==> src/rtl/xm_mem_pkg.sv <==
// Shared types and constants for the memory address sequencer.
// Mode codes outside the named set decode as DIRECT.
package xm_mem_pkg;

    typedef enum logic [2:0] {
        PRE_INC  = 3'd0,
        POST_INC = 3'd1,
        PRE_DEC  = 3'd2,
        POST_DEC = 3'd3,
        INDEXED  = 3'd4,
        DIRECT   = 3'd5
    } addr_mode_t;

    typedef enum logic [1:0] {
        IDLE = 2'd0,
        CALC = 2'd1,
        REQ  = 2'd2,
        DONE = 2'd3
    } seq_state_t;

    localparam int STEP_WORD = 2;
    localparam int STEP_BYTE = 1;

    function automatic addr_mode_t decode_mode(input logic [2:0] code);
        if (code > 3'd5) begin
            return DIRECT;
        end
        return addr_mode_t'(code);
    endfunction

    function automatic logic is_inc_dec(input addr_mode_t mode);
        return (mode == PRE_INC) || (mode == POST_INC) ||
               (mode == PRE_DEC) || (mode == POST_DEC);
    endfunction

endpackage

==> src/rtl/addr_offset_mux.sv <==
// Selects the signed delta added to the base register, both for the effective
// address and for the write-back value, from addressing mode and access size.
module addr_offset_mux
    import xm_mem_pkg::*;
#(
    parameter int WORD = 16
) (
    input  logic [2:0]      mode,
    input  logic            byte_sel,
    input  logic [WORD-1:0] offset,
    output logic [WORD-1:0] ea_delta,
    output logic [WORD-1:0] upd_delta
);

    logic [WORD-1:0] step;
    logic [WORD-1:0] neg_step;

    // Negative step is the two's complement so a plain add wraps modulo 2^WORD.
    assign step     = byte_sel ? WORD'(STEP_BYTE) : WORD'(STEP_WORD);
    assign neg_step = '0 - step;

    always_comb begin
        ea_delta  = '0;
        upd_delta = '0;
        case (decode_mode(mode))
            PRE_INC: begin
                ea_delta  = step;
                upd_delta = step;
            end
            POST_INC: begin
                upd_delta = step;
            end
            PRE_DEC: begin
                ea_delta  = neg_step;
                upd_delta = neg_step;
            end
            POST_DEC: begin
                upd_delta = neg_step;
            end
            INDEXED: begin
                ea_delta = offset;
            end
            default: begin
            end
        endcase
    end

endmodule

==> src/rtl/mem_addr_sequencer.sv <==
// Address-generation sequencer: latches an addressing request, computes the
// effective address, issues a memory request and reports base write-back.
module mem_addr_sequencer
    import xm_mem_pkg::*;
#(
    parameter int WORD      = 16,
    parameter int ALIGN_CHK = 1
) (
    input  logic            clk_i,
    input  logic            rst_i,
    input  logic            start_i,
    input  logic [2:0]      mode_i,
    input  logic            byte_i,
    input  logic [WORD-1:0] base_i,
    input  logic [WORD-1:0] offset_i,
    input  logic            mem_ack_i,
    output logic            mem_req_o,
    output logic [WORD-1:0] addr_o,
    output logic            wb_en_o,
    output logic [WORD-1:0] wb_data_o,
    output logic            busy_o,
    output logic            done_o,
    output logic            err_o
);

    seq_state_t      state;
    seq_state_t      next_state;
    addr_mode_t      mode_q;
    logic            byte_q;
    logic [WORD-1:0] base_q;
    logic [WORD-1:0] offset_q;
    logic [WORD-1:0] ea_q;
    logic [WORD-1:0] upd_q;
    logic            err_q;

    logic [WORD-1:0] ea_delta;
    logic [WORD-1:0] upd_delta;
    logic [WORD-1:0] ea_calc;
    logic            align_err;

    addr_offset_mux #(.WORD(WORD)) u_offset_mux (
        .mode      (mode_q),
        .byte_sel  (byte_q),
        .offset    (offset_q),
        .ea_delta  (ea_delta),
        .upd_delta (upd_delta)
    );

    // Byte accesses never fault; word accesses must land on an even address.
    assign ea_calc   = base_q + ea_delta;
    assign align_err = (ALIGN_CHK != 0) && !byte_q && ea_calc[0];

    always_ff @(posedge clk_i) begin
        if (rst_i) begin
            state <= IDLE;
        end else begin
            state <= next_state;
        end
    end

    always_ff @(posedge clk_i) begin
        if (rst_i) begin
            mode_q   <= PRE_INC;
            byte_q   <= 1'b0;
            base_q   <= '0;
            offset_q <= '0;
            ea_q     <= '0;
            upd_q    <= '0;
            err_q    <= 1'b0;
        end else if (state == IDLE && start_i) begin
            mode_q   <= decode_mode(mode_i);
            byte_q   <= byte_i;
            base_q   <= base_i;
            offset_q <= offset_i;
        end else if (state == CALC) begin
            ea_q  <= ea_calc;
            upd_q <= base_q + upd_delta;
            err_q <= align_err;
        end
    end

    always_comb begin
        next_state = state;
        busy_o     = 1'b0;
        mem_req_o  = 1'b0;
        addr_o     = '0;
        done_o     = 1'b0;
        err_o      = 1'b0;
        wb_en_o    = 1'b0;
        wb_data_o  = '0;
        case (state)
            IDLE: begin
                if (start_i) begin
                    next_state = CALC;
                end
            end
            CALC: begin
                busy_o     = 1'b1;
                next_state = align_err ? DONE : REQ;
            end
            REQ: begin
                busy_o    = 1'b1;
                mem_req_o = 1'b1;
                addr_o    = ea_q;
                if (mem_ack_i) begin
                    next_state = DONE;
                end
            end
            DONE: begin
                busy_o     = 1'b1;
                done_o     = 1'b1;
                err_o      = err_q;
                wb_en_o    = !err_q && is_inc_dec(mode_q);
                wb_data_o  = upd_q;
                next_state = IDLE;
            end
            default: begin
                next_state = IDLE;
            end
        endcase
    end

endmodule

==> config.mk <==
export PLATFORM = sky130hd
export DESIGN_NAME = mem_addr_sequencer
export DESIGN_NICKNAME = d
export VERILOG_FILES = /design/src/rtl/xm_mem_pkg.sv /design/src/rtl/addr_offset_mux.sv /design/src/rtl/mem_addr_sequencer.sv
export SDC_FILE = /design/constraint.sdc
export NUM_CORES = 1
export LEC_CHECK = 0
export BUFFER_PORTS_ARGS = -buffer_cell sky130_fd_sc_hd__buf_2
export CORE_UTILIZATION = 32
export CTS_CLUSTER_DIAMETER = 120
export CTS_CLUSTER_SIZE = 40
export DETAILED_ROUTE_END_ITERATION = 12
export PLACE_DENSITY_LB_ADDON = 0.05
export SYNTH_ARGS = -nofsm -noshare
export SYNTH_HDL_FRONTEND = slang
export SYNTH_HIERARCHICAL = 1
export SYNTH_SLANG_ARGS = --single-unit
==> constraint.sdc <==
create_clock -name clk_i -period 5.6 [get_ports clk_i]
set_input_delay 0.28 -clock clk_i [delete_from_list [all_inputs] [get_ports clk_i]]
set_output_delay 0.28 -clock clk_i [all_outputs]
set_load 0.01 [all_outputs]
==> results.yml <==
clock_network:
  cts_buffers: 9
  clock_latency_ns: 0.35
  cts_resized: 0
  cts_sinks: 71
  hold_buffers: 0
  cts_buffer_depth: 2
  cts.htree.levels: 3
  cts-root-buf: "clkbuf_16"
  clkSlewWorstSetupHoldPaths_ns: 0.06
  cts_tree: "yes"
  post_cts_buffers: 0
global_routing:
  overflow: 0
  grt_max_degree: 67
  busiest_layer: "met2"
  use_met1_pct: 24.3
  grt_use_total_pct: 18.2
  grtUsageMet2_pct: 28.7
  grt_pass1_vias: 3943
  gr-usage-met3_pct: 3.58
  antenna_found_initial: 0
  grt_pass1_wl_mm: 20.2
cells_and_area:
  final.fill_count: 1489
  fin_nets: 700
  diodes: 0
  layout-drive-gt1-share_pct: 16.6
  layoutNonFillerInstCount: 804
  area_delta_synth_final_pct: 15.3
  final_cell_area_um2: 5190
worst_setup_path:
  r2r_setup_slack_ns: 2.14
  r2r-end: "upd_q[14]"
  rr_worst_depth: 7
  path_max_fanout: 20
  worstSetupEndpointType: "register"
  path_class: "register to register"
  r2r-start: "mode_q[1]"
  critPathRequiredTime_ns: 5.83
  startpoint_type: "register"
  worstPathArrival_ns: 3.69
logic_synthesis:
  ys_seq_elements: 71
  syn-cell-area_um2: 4500
  ys_types: 61
  synth_fp_nets: 651
  netlist_top_cells_area: "dfxtp_1, ha_1, nand2_1"
  synth_edf_count: 0
  synth_async_sr_flop_share_pct: 0
  ys_seq_area_share_pct: 31.6
  syn_area_per_cell_um2: 7.84
  synth_top_family_by_area: "simple AND/OR/NAND/NOR gates"
  synth_simple_gate_area_share_pct: 26.9
  synth_ff_type: "dfxtp_1"
  synth_compound_area_share_pct: 19.3
  synth_xor_area_share_pct: 3.50
  muxShareOfSynthArea_pct: 2.22
  netlist.area_leader.share_pct: 31.6
  synth_common_cells: "nand2_1, dfxtp_1, a21oi_1"
  yosys.area_share.adder_pct: 10.6
  synth_top_area_cell: "dfxtp_1"
  syn-instance-count: 574
  yosysMostFrequentCell: "nand2_1"
  yosys_warnings: 6
outcome:
  status: "finished clean"
placed_design:
  place.gp.congestion: 0.839
  hpwl_mm: 9.47
  port_buffers: 76
  dpl_cell_area_um2: 4910
  placed_cells: 788
floorplan:
  rows: 42
  core-area_um2: 13500
  ioPinCount: 77
  start_util_pct: 33.4
  die_h_um: 121
  dieArea_um2: 14500
  dieWidth_um: 121
sta:
  clock-skew-final_ns: 0.00835
  slew_viol_final: 0
  setup_viol: 0
  fin_setup_tns_ns: 0
  period_minus_slack_ns: 3.46
  hold_viol: 0
  whs_ns: 0.168
  worst_pin_slew_ns: 1.14
  rsz0062_at_grt: "false"
  fmax_mhz: 289
  slew_headroom_pct: 23.9
  min_period_over_period_pct: 61.8
hold_path:
  hp-class: "primary input to register"
  whs_path_depth: 3
  worstHoldStart: "base_i[14]"
  hold_end: "base_q[14]"
run:
  cap_violations: 0
pwr:
  p_total_mw: 1.99
  cellPowerDensity_nw_per_um2: 384
  p_leak_nw: 2.37
  ir_drop_uv: 191
drt:
  drc: 0
  first_iter_violations: 168
  wl_per_cell_um: 15.5
  first_pass_iters: 4
  wl_mm: 12.5
  vias: 4090
  via_per_inst: 5.09
  antenna_left: 0
[worst max-delay path, cell delays in order, from the launching register on]
cell and delay, ns:
dfxtp_1 0.60, nor2b_1 0.96, ha_1 0.47, a21oi_1 0.27
inv_1 0.09, a221o_1 0.35, a22o_1 0.26, o311a_1 0.33
[sequential cells by signal (all words and copies together), names as in the netlist]
register	count
base_q	16
byte_q	1
ea_q	16
err_q	1
mode_q	3
offset_q	16
state	2
upd_q	16
[metrics by stage]
stage / utilization, % / setup WS, ns
after floorplan: - / 2.66
after global placement: 36.5 / 2.26
after detailed placement: 36.5 / 2.22
after CTS: 38.6 / 2.18
after global routing: 38.6 / 1.89
final: 38.6 / 2.14
[layer usage]
metal | wire (um) | vias up
met5 | 0 | -
met3 | 396 | 13
met2 | 5590 | 81
li1 | - | 2103
met1 | 6310 | 1893
met4 | 200 | 0
[cells by family after synthesis]
kind of cell / Yosys count
AND/OR/NAND/NOR: 242
adder cells (fa/ha/maj): 37
flip-flops: 71
XOR/XNOR: 18
AO/OA/AOI/OAI: 141
buffers and inverters: 55
multiplexers: 10
[layout by cell type (no fill, tap or decap), types with 4 or more instances in the layout]
master	instances
dfxtp_1	71
ha_1	35
buf_2	76
a21o_1	5
a211oi_1	6
and2_1	36
xnor2_1	8
a21oi_1	66
inv_1	14
nor4_1	5
clkbuf_16	9
o21ai_0	21
nor3_1	9
nand2_1	114
nor2_1	34
or4bb_2	5
or4bb_1	8
xor2_1	10
o22ai_1	6
o31ai_1	4
nand3_1	11
mux2i_1	10
[worst max path at each step]
stage | from | endpoint | slack (ns)
detailed placement | mode_q[1] | upd_q[14] | 2.22
global placement | mode_q[1] | upd_q[11] | 2.26
floorplan | mode_q[1] | upd_q[14] | 2.66
finish | mode_q[1] | upd_q[14] | 2.14
CTS | mode_q[1] | upd_q[14] | 2.18
global route | mode_q[1] | upd_q[15] | 1.89
[cell type report]
| cell class | count | area, um^2 | area share, % |
|---|---|---|---|
| clock buffer | 13 | 260 | 5.02 |
| clock inverter | 3 | 17.5 | 0.338 |
| inverter | 14 | 52.6 | 1.01 |
| multi-input combinational | 448 | 2810 | 54.2 |
| sequential | 71 | 1420 | 27.4 |
| tap | 176 | 220 | 4.25 |
| timing repair buffer | 79 | 403 | 7.77 |
[power breakdown]
part	leakage [nW]	internal, mW	switching (mW)
Sequential	0.580	0.620	0.100
Combinational	1.65	0.272	0.455
Clock	0.136	0.323	0.223
Total	2.37	1.21	0.778
Power figures use the tool's default switching activity.
